**src/rtl/minesweeper_pkg.sv**
```systemverilog
// Shared Minesweeper board definitions: cell word fields, neighbour offsets, sequencer states.
// Latency: n/a (types, constants and pure functions only).
// Backpressure: n/a.
package minesweeper_pkg;

    // Cell word layout: mine flag at MINE_BIT, neighbour count in bits [CNT_W-1:0]
    localparam int MINE_BIT = 4;
    localparam int CNT_W    = 4;

    // Slot 0 is the centre cell, slots 1..8 are the neighbours in raster order
    localparam logic [3:0] NB_LAST = 4'd8;

    typedef enum logic [2:0] {
        ST_IDLE  = 3'd0,
        ST_SCAN  = 3'd1,
        ST_DRAIN = 3'd2,
        ST_WRITE = 3'd3,
        ST_DONE  = 3'd4
    } seq_state_t;

    // Row offset for slot k: (-1,-1),(-1,0),(-1,+1),(0,-1),(0,+1),(+1,-1),(+1,0),(+1,+1)
    function automatic int nb_dr(input logic [3:0] k);
        case (k)
            4'd1, 4'd2, 4'd3: return -1;
            4'd6, 4'd7, 4'd8: return 1;
            default:          return 0;
        endcase
    endfunction

    // Column offset for slot k, same ordering as nb_dr
    function automatic int nb_dc(input logic [3:0] k);
        case (k)
            4'd1, 4'd4, 4'd6: return -1;
            4'd3, 4'd5, 4'd8: return 1;
            default:          return 0;
        endcase
    endfunction

endpackage

```
**src/rtl/board_neighbour_addr.sv**
```systemverilog
// Maps (row, col, slot k) to a linear board address and an in-bounds flag.
// Latency: purely combinational.
// Backpressure: none; out-of-bounds slots fold back onto the centre address.
module board_neighbour_addr
    import minesweeper_pkg::*;
#(
    parameter int ROWS   = 5,
    parameter int COLS   = 5,
    parameter int ADDR_W = 12,
    parameter int ROW_W  = 3,
    parameter int COL_W  = 3
) (
    input  logic [ROW_W-1:0]  i_row,
    input  logic [COL_W-1:0]  i_col,
    input  logic [3:0]        i_k,
    output logic [ADDR_W-1:0] o_addr,
    output logic              o_in_bounds
);

    int   w_r;
    int   w_c;
    int   w_lin;
    logic w_inb;

    // Signed neighbour coordinates; no wrap-around, off-board slots reuse the centre address
    always_comb begin
        w_r   = int'(i_row) + nb_dr(i_k);
        w_c   = int'(i_col) + nb_dc(i_k);
        w_inb = (w_r >= 0) && (w_r < ROWS) && (w_c >= 0) && (w_c < COLS);
        if (w_inb) begin
            w_lin = w_r * COLS + w_c;
        end else begin
            w_lin = int'(i_row) * COLS + int'(i_col);
        end
    end

    assign o_addr      = ADDR_W'(w_lin);
    assign o_in_bounds = w_inb;

endmodule

```
**src/rtl/board_count_sequencer.sv**
```systemverilog
// Walks the board in raster order and writes each cell's neighbouring-mine count into its word.
// Latency: 11 cycles per cell (9 reads, 1 drain, 1 write); done pulses 11*ROWS*COLS+1 cycles after start.
// Backpressure: none; owns RAM port 1 while busy, start is ignored unless idle.
module board_count_sequencer
    import minesweeper_pkg::*;
#(
    parameter int ROWS   = 5,
    parameter int COLS   = 5,
    parameter int ADDR_W = 12,
    parameter int DATA_W = 32
) (
    input  logic              clk,
    input  logic              reset_n,
    input  logic              start,
    output logic              busy,
    output logic              done,
    output logic [ADDR_W-1:0] ram_addr1,
    output logic              ram_wEn,
    output logic [DATA_W-1:0] ram_dataIn,
    input  logic [DATA_W-1:0] ram_dataOut1
);

    localparam int ROW_W = (ROWS > 1) ? $clog2(ROWS) : 1;
    localparam int COL_W = (COLS > 1) ? $clog2(COLS) : 1;

    seq_state_t              r_state;
    seq_state_t              w_state_nxt;
    logic [ROW_W-1:0]        r_row;
    logic [COL_W-1:0]        r_col;
    logic [3:0]              r_k;
    logic                    r_prev_centre;
    logic                    r_prev_vld;
    logic [DATA_W-1:CNT_W]   r_centre_hi;
    logic [CNT_W-1:0]        r_count;
    logic [3:0]              w_k;
    logic [ADDR_W-1:0]       w_nb_addr;
    logic                    w_nb_inb;
    logic                    w_last_cell;
    logic                    w_last_col;
    logic                    w_absorb;
    logic                    w_unused_cnt;

    // The old count field of the centre word is replaced, never consumed
    assign w_unused_cnt = ^ram_dataOut1[CNT_W-1:0];

    assign w_last_col  = (r_col == COL_W'(COLS - 1));
    assign w_last_cell = w_last_col && (r_row == ROW_W'(ROWS - 1));
    // Outside SCAN the address unit points at the centre, which is what WRITE needs
    assign w_k         = (r_state == ST_SCAN) ? r_k : 4'd0;
    // Read data for the previous slot is on the bus in SCAN k>=1 and in DRAIN
    assign w_absorb    = ((r_state == ST_SCAN) && (r_k != 4'd0)) || (r_state == ST_DRAIN);

    board_neighbour_addr #(
        .ROWS   (ROWS),
        .COLS   (COLS),
        .ADDR_W (ADDR_W),
        .ROW_W  (ROW_W),
        .COL_W  (COL_W)
    ) u_nb_addr (
        .i_row       (r_row),
        .i_col       (r_col),
        .i_k         (w_k),
        .o_addr      (w_nb_addr),
        .o_in_bounds (w_nb_inb)
    );

    // State register
    always_ff @(posedge clk or negedge reset_n) begin
        if (!reset_n) begin
            r_state <= ST_IDLE;
        end else begin
            r_state <= w_state_nxt;
        end
    end

    // Next-state and RAM port / handshake outputs
    always_comb begin
        w_state_nxt = r_state;
        busy        = 1'b0;
        done        = 1'b0;
        ram_wEn     = 1'b0;
        ram_addr1   = '0;
        ram_dataIn  = '0;
        case (r_state)
            ST_IDLE: begin
                if (start) begin
                    w_state_nxt = ST_SCAN;
                end
            end
            ST_SCAN: begin
                busy      = 1'b1;
                ram_addr1 = w_nb_addr;
                if (r_k == NB_LAST) begin
                    w_state_nxt = ST_DRAIN;
                end
            end
            ST_DRAIN: begin
                busy        = 1'b1;
                w_state_nxt = ST_WRITE;
            end
            ST_WRITE: begin
                busy        = 1'b1;
                ram_wEn     = 1'b1;
                ram_addr1   = w_nb_addr;
                ram_dataIn  = {r_centre_hi, r_count};
                w_state_nxt = w_last_cell ? ST_DONE : ST_SCAN;
            end
            ST_DONE: begin
                done        = 1'b1;
                w_state_nxt = ST_IDLE;
            end
            default: begin
                w_state_nxt = ST_IDLE;
            end
        endcase
    end

    // Cell walk counters, read-slot pipeline, centre latch and mine counter
    always_ff @(posedge clk or negedge reset_n) begin
        if (!reset_n) begin
            r_row         <= '0;
            r_col         <= '0;
            r_k           <= '0;
            r_prev_centre <= 1'b0;
            r_prev_vld    <= 1'b0;
            r_centre_hi   <= '0;
            r_count       <= '0;
        end else begin
            if ((r_state == ST_IDLE) && start) begin
                r_row <= '0;
                r_col <= '0;
                r_k   <= '0;
            end

            if (r_state == ST_SCAN) begin
                r_prev_centre <= (r_k == 4'd0);
                r_prev_vld    <= w_nb_inb;
                r_k           <= (r_k == NB_LAST) ? 4'd0 : r_k + 4'd1;
                if (r_k == 4'd0) begin
                    r_count <= '0;
                end
            end

            if (w_absorb) begin
                if (r_prev_centre) begin
                    r_centre_hi <= ram_dataOut1[DATA_W-1:CNT_W];
                end else if (r_prev_vld && ram_dataOut1[MINE_BIT]) begin
                    r_count <= r_count + CNT_W'(1);
                end
            end

            if (r_state == ST_WRITE) begin
                if (w_last_cell) begin
                    r_row <= '0;
                    r_col <= '0;
                end else if (w_last_col) begin
                    r_col <= '0;
                    r_row <= r_row + ROW_W'(1);
                end else begin
                    r_col <= r_col + COL_W'(1);
                end
            end
        end
    end

endmodule

```
**config.mk**
```make
export PLATFORM = sky130hd
export DESIGN_NAME = board_count_sequencer
export DESIGN_NICKNAME = d
export VERILOG_FILES = /design/src/rtl/minesweeper_pkg.sv /design/src/rtl/board_neighbour_addr.sv /design/src/rtl/board_count_sequencer.sv
export SDC_FILE = /design/constraint.sdc
export NUM_CORES = 1
export LEC_CHECK = 0
export CORE_UTILIZATION = 45
export CTS_CLUSTER_DIAMETER = 40
export DETAILED_ROUTE_END_ITERATION = 7
export GPL_TIMING_DRIVEN = 0
export HOLD_SLACK_MARGIN = 0.12
export PLACE_DENSITY = 0.74
export SYNTH_ARGS = -nofsm -noshare
export SYNTH_HDL_FRONTEND = slang
export SYNTH_HIERARCHICAL = 1
export SYNTH_SLANG_ARGS = --single-unit
```
**constraint.sdc**
```tcl
create_clock -name clk -period 5.9 [get_ports clk]
set_input_delay 0.885 -clock clk [delete_from_list [all_inputs] [get_ports clk]]
set_output_delay 0.885 -clock clk [all_outputs]
set_load 0.03 [all_outputs]
```
==> flow_metrics.env, run 1 <==
export IMPL_status="completed"
export IMPL_gr_total_overflow=0
export IMPL_rr_worst_depth=19
export IMPL_p_per_area_nw_per_um2=103
export IMPL_initial_core_util=0.474
export IMPL_min_path_cells=1
export IMPL_synth_cell_types=54
export IMPL_slew_headroom=0.336
export IMPL_hold_path_end="r_centre_hi[31]"
export IMPL_post_route_period_util=0.992
export IMPL_nFillCells=680
export IMPL_synth_main_ff_cell="dfrtp_1"
export IMPL_path_max_fanout=6
export IMPL_place_inst=626
export IMPL_cap_violations=0
export IMPL_grt_pass1_wl_mm=16.2
export IMPL_syn_num_nets=546
export IMPL_synth_edf_count=0
export IMPL_drv_slew=0
export IMPL_area_delta_synth_final_pct=39.1
export IMPL_worstHoldStart="r_centre_hi[31]"
export IMPL_p_leak_uw=0.00266
export IMPL_hold_path_class="reg -> reg"
export IMPL_wirelength_met1_mm=4.21
export IMPL_vdd_drop_max_v=0.000121
export IMPL_hold_viol_final=0
export IMPL_drive_gt1_frac=0.279
export IMPL_die_h_um=98.8
export IMPL_r2r_start="r_state[1]"
export IMPL_syn_inst=440
export IMPL_synth_seq_area_share=0.279
export IMPL_dr_wl_met3_um=318
export IMPL_cts_sinks=47
export IMPL_cts_clk_slew_worst_paths_ns=0.09
export IMPL_synthTopCellsByCount="ha_1, inv_1, and2_1, dfrtp_1, mux2_2"
export IMPL_finalCriticalPeriod_ns=5.85
export IMPL_route_met2_wl_mm=5.61
export IMPL_cts_made_buffers=5
export IMPL_tightest_slew_ns=0.983
export IMPL_rrSetupSlack_ns=1.86
export IMPL_cts_max_path_buffers=2
export IMPL_totalPowerFinal_uw=605
export IMPL_drcViolationCount=0
export IMPL_critPathLaunchType="flop"
export IMPL_synth_area_leader_cell="dfrtp_1"
export IMPL_avgSynthCellArea_sq_um=9.57
export IMPL_synth_area_leaders="dfrtp_1, ha_1, mux2_2, and2_1, fa_1"
export IMPL_insertion_delay_ns=0.30
export IMPL_setup_viol=0
export IMPL_avgRoutedWirePerCell_um=15.7
export IMPL_dr_pass1_iters=6
export IMPL_synthesis_area_sq_um=4210
export IMPL_final_cells=657
export IMPL_cts_tree="done"
export IMPL_timing_rr_end="r_prev_vld"
export IMPL_synth_seq_cells=47
export IMPL_port_buffers=77
export IMPL_antenna_found_initial=0
export IMPL_num_antenna_cells=0
export IMPL_num_vias=3531
export IMPL_end_kind="primary output"
export IMPL_drtIter0Drc=107
export IMPL_grt_usage=0.207
export IMPL_rows=34
export IMPL_hpwl_mm=7.30
export IMPL_io_pins=82
export IMPL_fin_nets=655
export IMPL_max_freq_mhz=171
export IMPL_antenna_left=0
export IMPL_grt_setup_unrepaired="true"
export IMPL_routed_top_layer="met4"
export IMPL_arrival_ns=4.97
export IMPL_worstSetupPathType="reg -> out"
export IMPL_cp_required_ns=5.02
export IMPL_via_per_inst=5.37
export IMPL_chipWidth_um=98.8
export IMPL_grt_pass1_vias=3531
export IMPL_synth_async_reset_ratio=1.00
export IMPL_worst_clock_skew_ns=0.00932
export IMPL_die_area_sq_um=9750
export IMPL_yosysWarnings=6
export IMPL_gp_congestion=0.806
export IMPL_cts_root_buf="clkbuf_8"
export IMPL_totalWireLength_mm=10.3
export IMPL_htree_levels=2
export IMPL_yosysMostFrequentCell="ha_1"
export IMPL_core_area_sq_um=8890
export IMPL_synth_top_cell_area_share=0.279
export IMPL_grt_max_degree=30
-- repair_timing --
item	4_1_cts	5_1_grt
hold buffers	0	0
resized for setup	69	78
endpoints found under the hold margin	0	0
buffers inserted	11	15
endpoints found under the setup margin	12	12
pin swaps	11	38
-- critical path: stages (launching register included) --
cell      delay, ns
dfrtp_1        0.38
buf_6          0.13
nor3b_4        0.23
clkbuf_8       0.18
and2_4         0.18
buf_4          0.13
nor3_4         0.05
buf_4          0.16
buf_4          0.14
fa_2           0.37
a21oi_4        0.19
ha_4           0.18
inv_6          0.05
ha_4           0.25
inv_2          0.03
fa_1           0.52
inv_2          0.06
ha_4           0.29
o211ai_1       0.13
a21oi_4        0.18
o21ai_2        0.10
and3_4         0.18
nor3_4         0.22
and2_4         0.18
buf_6          0.12
-- cell usage in the layout, fill, tap and decap left out, types with 3 or more instances in the layout --
cell type | Yosys | routed
a21o_1 | 9 | 9
a21oi_1 | 18 | 10
a21oi_2 | 0 | 5
a21oi_4 | 1 | 4
a22o_1 | 3 | 3
and2_1 | 49 | 42
and2_4 | 1 | 8
buf_2 | 4 | 5
buf_4 | 1 | 25
buf_6 | 1 | 8
clkbuf_1 | 9 | 7
clkbuf_8 | 0 | 6
clkdlybuf4s50_1 | 0 | 67
dfrtp_1 | 47 | 47
fa_1 | 12 | 10
ha_1 | 59 | 40
ha_2 | 0 | 3
ha_4 | 0 | 16
inv_1 | 58 | 49
inv_2 | 0 | 7
mux2_2 | 32 | 32
mux2i_1 | 6 | 6
nand2_1 | 8 | 8
nand2b_1 | 6 | 4
nand3_1 | 8 | 7
nor2_1 | 20 | 15
nor2_2 | 0 | 3
nor2b_1 | 5 | 4
nor3b_1 | 5 | 4
o211ai_1 | 3 | 3
o21a_1 | 3 | 3
o21ai_0 | 21 | 12
o21ai_1 | 0 | 5
o21ai_2 | 0 | 4
xnor2_1 | 5 | 4
xor2_1 | 10 | 10
-- state kept, by name, summed over array words and instances, names as in the netlist --
name / cells
r_centre_hi: 28
r_col: 3
r_count: 4
r_k: 4
r_prev_centre: 1
r_prev_vld: 1
r_row: 3
r_state: 3
-- routing by layer --
| layer | global-route usage | up-vias |
|---|---|---|
| li1 | - | 1707 |
| met1 | 0.245 | 1730 |
| met2 | 0.386 | 75 |
| met3 | 0.0326 | 19 |
| met4 | 0.0528 | 0 |
| met5 | 0 | - |
-- how the worst max path moves through the flow --
stage | start | endpoint | slack, ns | cells past startpoint
after global routing | r_state[1] | ram_addr1[11] | -0.15 | 25
after CTS | r_state[2] | ram_addr1[11] | -0.05 | 24
final | r_state[1] | ram_addr1[11] | 0.05 | 24
after global placement | r_state[2] | ram_addr1[11] | -1.16 | 21
after detailed placement | r_state[2] | ram_addr1[11] | -1.32 | 23
after floorplan | r_state[2] | ram_addr1[8] | 0.003 | 20
-- power by group --
group	internal, uW	switching [uW]
logic	25.3	11.3
clock network	124	108
registers	332	4.07
total	481	123
-- logic make-up (layout without fill, tap and decap cells) --
kind of cell    count (synthesis)  count (layout)  share of synthesized area
fa+ha+maj                      71              71                      0.232
xor+xnor                       15              15                     0.0312
compound gates                 66              66                     0.0986
flops                          47              47                      0.279
simple gates                  130             130                      0.190
mux                            38              38                     0.0998
buf+inv                        73             182                     0.0689
-- final cells by class --
type | count | area, sq um | area share
multi-input cells | 320 | 3160 | 0.538
flip-flops and latches | 47 | 1180 | 0.201
repair buffers | 104 | 982 | 0.168
inverters | 58 | 225 | 0.0384
well taps | 108 | 135 | 0.0231
plain buffers | 13 | 85.1 | 0.0145
clock buffers | 6 | 72.6 | 0.0124
clock inverters | 1 | 30.0 | 0.00512
-- per-stage QoR --
stage	hold slack, ns	worst slack (ns)	setup TNS (ns)	utilization	area, sq um
global route	0.513	-0.154	-0.585	0.659	5860
detailed placement	0.487	-1.32	-8.87	0.578	5140
finish	0.502	0.0477	0	0.659	5860
CTS	0.507	-0.0486	-0.0486	0.612	5440
global placement	0.481	-1.16	-7.42	0.576	5120
floorplan	0.472	0.00297	0	-	4220
No activity file was read; power rests on OpenSTA's default activity.
==> run 2: changes to the inputs <==
--- a/config.mk
+++ b/config.mk
@@ -5,6 +5,7 @@
 export SDC_FILE = /design/constraint.sdc
 export NUM_CORES = 1
 export LEC_CHECK = 0
+export CORE_ASPECT_RATIO = 0.9
 export CORE_UTILIZATION = 45
 export CTS_CLUSTER_DIAMETER = 40
 export DETAILED_ROUTE_END_ITERATION = 7
==> flow_metrics.env, run 2 (same netlist as run 1, synthesis figures left out) <==
export IMPL_ctsHoldBuffers=0
export IMPL_finalCriticalPeriod_ns=5.81
export IMPL_drv_slew=0
export IMPL_hold_viol_final=0
export IMPL_post_route_period_util=0.985
export IMPL_rows=33
export IMPL_fin_nets=653
export IMPL_grt_usage=0.191
export IMPL_chipWidth_um=104
export IMPL_gp_congestion=0.830
export IMPL_cts_sinks=47
export IMPL_endpoint="ram_addr1[9]"
export IMPL_setup_viol=0
export IMPL_worstSetupPathType="reg -> out"
export IMPL_slowest_stage="fa_1"
export IMPL_grt_max_degree=37
export IMPL_cts_clk_slew_worst_paths_ns=0.08
export IMPL_regMostFlops="r_centre_hi"
export IMPL_hold_path_class="in -> async"
export IMPL_antenna_left=0
export IMPL_dr_pass1_iters=4
export IMPL_p_per_area_nw_per_um2=101
export IMPL_num_antenna_cells=0
export IMPL_post_route_cell_area_sq_um=5720
export IMPL_grt_pass1_wl_mm=15.3
export IMPL_grt_setup_unrepaired="true"
export IMPL_cts_made_buffers=5
export IMPL_gr_total_overflow=0
export IMPL_crit_family="adder cells"
export IMPL_insertion_delay_ns=0.29
export IMPL_io_pins=82
export IMPL_initial_core_util=0.464
export IMPL_num_vias=3454
export IMPL_largest_registers="r_centre_hi (28), r_count (4), r_k (4)"
export IMPL_rrSetupSlack_ns=1.92
export IMPL_htree_levels=2
export IMPL_status="completed"
export IMPL_via_per_inst=5.16
export IMPL_area_delta_synth_final_pct=35.8
export IMPL_path_buf_inv=7
export IMPL_slew_headroom=0.407
export IMPL_port_buffers=77
export IMPL_cp_cell_sequence="buf_6 > nor3b_4 > clkbuf_8 > and2_4 > inv_4 > a21oi_2 > o21ai_1 > ha_2 > fa_2 > a21oi_4 > ha_4 > inv_4 > ha_1 > inv_1 > fa_1 > inv_1 > ha_4 > o211ai_1 > a21oi_4 > o211ai_1 > a21o_1 > a21oi_1 > and2_1 > clkbuf_4"
export IMPL_end_kind="primary output"
export IMPL_path_max_fanout=6
export IMPL_final_cell_mix="clkdlybuf4s50_1, inv_1, dfrtp_1"
export IMPL_core_area_sq_um=9080
export IMPL_cts_max_path_buffers=2
export IMPL_cap_violations=0
export IMPL_critPathMaxStageDelay_ns=0.51
export IMPL_worst_clock_skew_ns=0.00540
export IMPL_fin_ws_ns=0.0863
export IMPL_cp_required_ns=5.02
export IMPL_timing_rr_end="r_prev_vld"
export IMPL_avgRoutedWirePerCell_um=14.1
export IMPL_crit_start="r_state[1]"
export IMPL_hpwl_mm=6.94
export IMPL_critPathLaunchType="flop"
export IMPL_p_leak_uw=0.00262
export IMPL_drive_gt1_frac=0.252
export IMPL_die_h_um=93.8
export IMPL_drtIter0Drc=116
export IMPL_cts_root_buf="clkbuf_8"
export IMPL_place_ws_ns=-1.08
export IMPL_largest_reg_flops=28
export IMPL_cp_depth=24
export IMPL_cts_tree="done"
export IMPL_drcViolationCount=0
export IMPL_die_area_sq_um=9750
export IMPL_place_area_sq_um=5160
export IMPL_arrival_ns=4.93
export IMPL_r2r_start="r_state[1]"
export IMPL_final_common_cell="clkdlybuf4s50_1"
export IMPL_antenna_found_initial=0
export IMPL_totalWireLength_mm=9.45
export IMPL_grt_pass1_vias=3347
export IMPL_vdd_drop_max_v=0.000107
export IMPL_max_freq_mhz=172
export IMPL_tightest_slew_ns=0.877
export IMPL_rr_worst_depth=20
## run 2: metrics by stage
stage	power [uW]	setup TNS, ns	util	hold slack (ns)	std cells
global route	606	-0.733	0.630	0.447	670
detailed placement	379	-7.69	0.568	0.487	640
CTS	592	-0.0206	0.600	0.449	656
finish	580	0	0.630	0.456	670
floorplan	349	0	-	0.472	440
global placement	376	-6.90	0.566	0.480	639
## run 2: power by group
group / total (uW) / switching (uW) / internal, uW
logic: 36.3 / 11.0 / 25.3
clock network: 208 / 101 / 107
registers: 336 / 4.19 / 331
total: 580 / 117 / 464
## run 2: per-layer routing
layer / up-vias / part of all wire / GRT usage
met5: - / 0 / 0
met4: 0 / 0.0097 / 0.0310
met3: 7 / 0.045 / 0.0340
met2: 71 / 0.50 / 0.330
met1: 1673 / 0.45 / 0.255
li1: 1703 / - / -
## run 2: repair_timing
item / in CTS / in global routing
setup endpoints to repair: 12 / 12
gates cloned: 0 / 0
setup buffers: 10 / 14
endpoints found under the hold margin: 0 / 0
pin swaps: 8 / 28
gates resized for setup: 66 / 51
## run 2: worst min-delay path by stage
stage	slack (ns)	endpoint
global placement	0.48	r_centre_hi[27]
floorplan	0.47	r_centre_hi[10]
detailed placement	0.49	r_centre_hi[24]
finish	0.46	r_centre_hi[8]
global route	0.45	r_centre_hi[8]
CTS	0.45	r_centre_hi[8]
## run 2: area by class of cell
| cell class | count | area (sq um) |
|---|---|---|
| clock buffers | 8 | 100 |
| well taps | 122 | 153 |
| flip-flops and latches | 47 | 1180 |
| repair buffers | 102 | 966 |
| multi-input cells | 320 | 3020 |
| fillers | 733 | 3360 |
| plain buffers | 13 | 85.1 |
| inverters | 58 | 223 |
==> run 3: changes to the inputs <==
--- a/config.mk
+++ b/config.mk
@@ -6,12 +6,12 @@
 export NUM_CORES = 1
 export LEC_CHECK = 0
 export CORE_ASPECT_RATIO = 0.9
-export CORE_UTILIZATION = 45
+export CORE_UTILIZATION = 40
 export CTS_CLUSTER_DIAMETER = 40
 export DETAILED_ROUTE_END_ITERATION = 7
 export GPL_TIMING_DRIVEN = 0
 export HOLD_SLACK_MARGIN = 0.12
-export PLACE_DENSITY = 0.74
+export PLACE_DENSITY = 0.67
 export SYNTH_ARGS = -nofsm -noshare
 export SYNTH_HDL_FRONTEND = slang
 export SYNTH_HIERARCHICAL = 1
==> flow_metrics.env, run 3 (same netlist as run 1, synthesis figures left out) <==
export IMPL_critPathLaunchType="flop"
export IMPL_netSwitchingPower_uw=132
export IMPL_via_per_inst=5.03
export IMPL_avgRoutedWirePerCell_um=14.2
export IMPL_fin_nets=651
export IMPL_die_area_sq_um=10900
export IMPL_num_antenna_cells=0
export IMPL_cts_max_path_buffers=2
export IMPL_tightest_slew_ns=0.923
export IMPL_cts_made_buffers=5
export IMPL_insertion_delay_ns=0.29
export IMPL_final_cells=674
export IMPL_p_clk_frac=0.458
export IMPL_p_sw_frac=0.192
export IMPL_p_per_area_nw_per_um2=120
export IMPL_grt_setup_unrepaired="true"
export IMPL_final_util=0.561
export IMPL_final_cell_mix="clkdlybuf4s50_1, inv_1, ha_1, dfrtp_1, and2_1"
export IMPL_regMostFlops="r_centre_hi"
export IMPL_hpwl_mm=7.19
export IMPL_area_delta_synth_final_pct=36.4
export IMPL_post_route_cell_area_sq_um=5740
export IMPL_largest_registers="r_centre_hi (28), r_count (4), r_k (4)"
export IMPL_final_common_cell="clkdlybuf4s50_1"
export IMPL_grt_pass1_wl_mm=15.6
export IMPL_htree_levels=2
export IMPL_path_max_fanout=7
export IMPL_status="completed"
export IMPL_setup_tns_ns=0
export IMPL_slew_headroom=0.376
export IMPL_gp_congestion=0.810
export IMPL_num_vias=3387
export IMPL_place_area_sq_um=5170
export IMPL_drcViolationCount=0
export IMPL_combPwrFrac=0.053
export IMPL_antenna_found_initial=0
export IMPL_max_freq_mhz=174
export IMPL_p_int_uw=555
export IMPL_largest_reg_flops=28
export IMPL_finalCriticalPeriod_ns=5.76
export IMPL_io_pins=82
export IMPL_vdd_drop_max_v=0.000129
export IMPL_drtIter0Drc=117
export IMPL_initial_core_util=0.411
export IMPL_core_area_sq_um=10200
export IMPL_setup_viol=0
export IMPL_cp_required_ns=5.02
export IMPL_drive_gt1_frac=0.239
export IMPL_post_route_period_util=0.976
export IMPL_p_leak_uw=0.00264
export IMPL_totalWireLength_mm=9.56
export IMPL_cts_sinks=47
export IMPL_grt_usage=0.178
export IMPL_cap_violations=0
export IMPL_ctsHoldBuffers=0
export IMPL_port_buffers=77
export IMPL_drv_slew=0
export IMPL_cts_root_buf="clkbuf_16"
export IMPL_holdWs_ns=0.462
export IMPL_hold_viol_final=0
export IMPL_place_inst=647
export IMPL_arrival_ns=4.87
export IMPL_p_seq_frac=0.489
export IMPL_chipWidth_um=110
export IMPL_rows=35
export IMPL_cts_clk_slew_worst_paths_ns=0.07
export IMPL_dr_pass1_iters=4
export IMPL_grt_max_degree=39
export IMPL_antenna_left=0
export IMPL_cts_tree="done"
export IMPL_gr_total_overflow=0
export IMPL_die_h_um=99.4
export IMPL_nFillCells=912
export IMPL_hold_path_class="in -> async"
export IMPL_end_kind="primary output"
export IMPL_worstSetupPathType="reg -> out"
export IMPL_grt_pass1_vias=3417
export IMPL_worst_clock_skew_ns=0.00569
run 3: power groups by stage:
stage,logic [uW],registers (uW),clock network [uW]
2_1_floorplan,8.70,341,0
3_3_place_gp,34.7,342,0
3_5_place_dp,37.4,342,0
4_1_cts,37.4,336,318
5_1_grt,40.2,337,332
6_report,36.4,336,314
run 3: what timing repair did:
item                                    in CTS  in global routing
endpoints found under the setup margin      12                 12
setup buffers                               12                 10
pin swaps                                    9                 24
gates resized for setup                     66                 39
gates cloned                                 0                  0
run 3: critical path, stage by stage (launching register included):
cell      delay, ns
dfrtp_1        0.38
buf_6          0.14
nor3b_4        0.20
clkbuf_8       0.18
and2_4         0.18
nand2b_1       0.11
a21boi_0       0.14
o21ai_1        0.19
ha_2           0.22
inv_1          0.06
fa_2           0.37
nor2b_4        0.14
nor2_1         0.07
ha_4           0.24
fa_1           0.55
inv_2          0.05
ha_4           0.27
a21o_1         0.11
a21o_1         0.16
o21ai_2        0.08
or3_1          0.36
a31oi_1        0.13
and2_4         0.16
buf_6          0.12
run 3: path summary, 6_finish.rpt:
| check | from | to | slack, ns | cells past startpoint |
|---|---|---|---|---|
| worst max-delay path | r_state[2] | ram_addr1[10] | 0.14 | 23 |
| worst min-delay path | reset_n | r_centre_hi[9] | 0.46 | 1 |
| worst max register to register | r_state[2] | r_prev_vld | 1.98 | 19 |
| worst min register to register | r_centre_hi[26] | r_centre_hi[26] | 0.50 | 1 |
| max in group asynchronous | reset_n | r_state[0] | 4.95 | 2 |
| min in group clk | r_centre_hi[26] | r_centre_hi[26] | 0.50 | 1 |
run 3: final cells by class:
class,count,area (sq um),share of cell area
Buffer,13,85.1,0.0148
Clock buffer,6,129,0.0224
Clock inverter,1,30.0,0.00523
Inverter,58,220,0.0383
Multi-Input combinational cell,320,2990,0.520
Sequential cell,47,1180,0.205
Tap cell,129,161,0.0281
Timing Repair Buffer,100,952,0.166
run 3: metal layers:
layer | wire (um) | track usage | vias up
met3 | 375 | 0.0334 | 10
met4 | 105 | 0.0364 | 0
met5 | 0 | 0 | -
met1 | 4430 | 0.241 | 1622
met2 | 4640 | 0.297 | 61
li1 | - | - | 1694
run 3: through the flow:
step,total power [uW],setup WS (ns)
6_report,687,0.140
5_1_grt,710,-0.0822
4_1_cts,692,0.00729
3_5_place_dp,380,-1.15
3_3_place_gp,376,-0.985
2_1_floorplan,349,0.00297
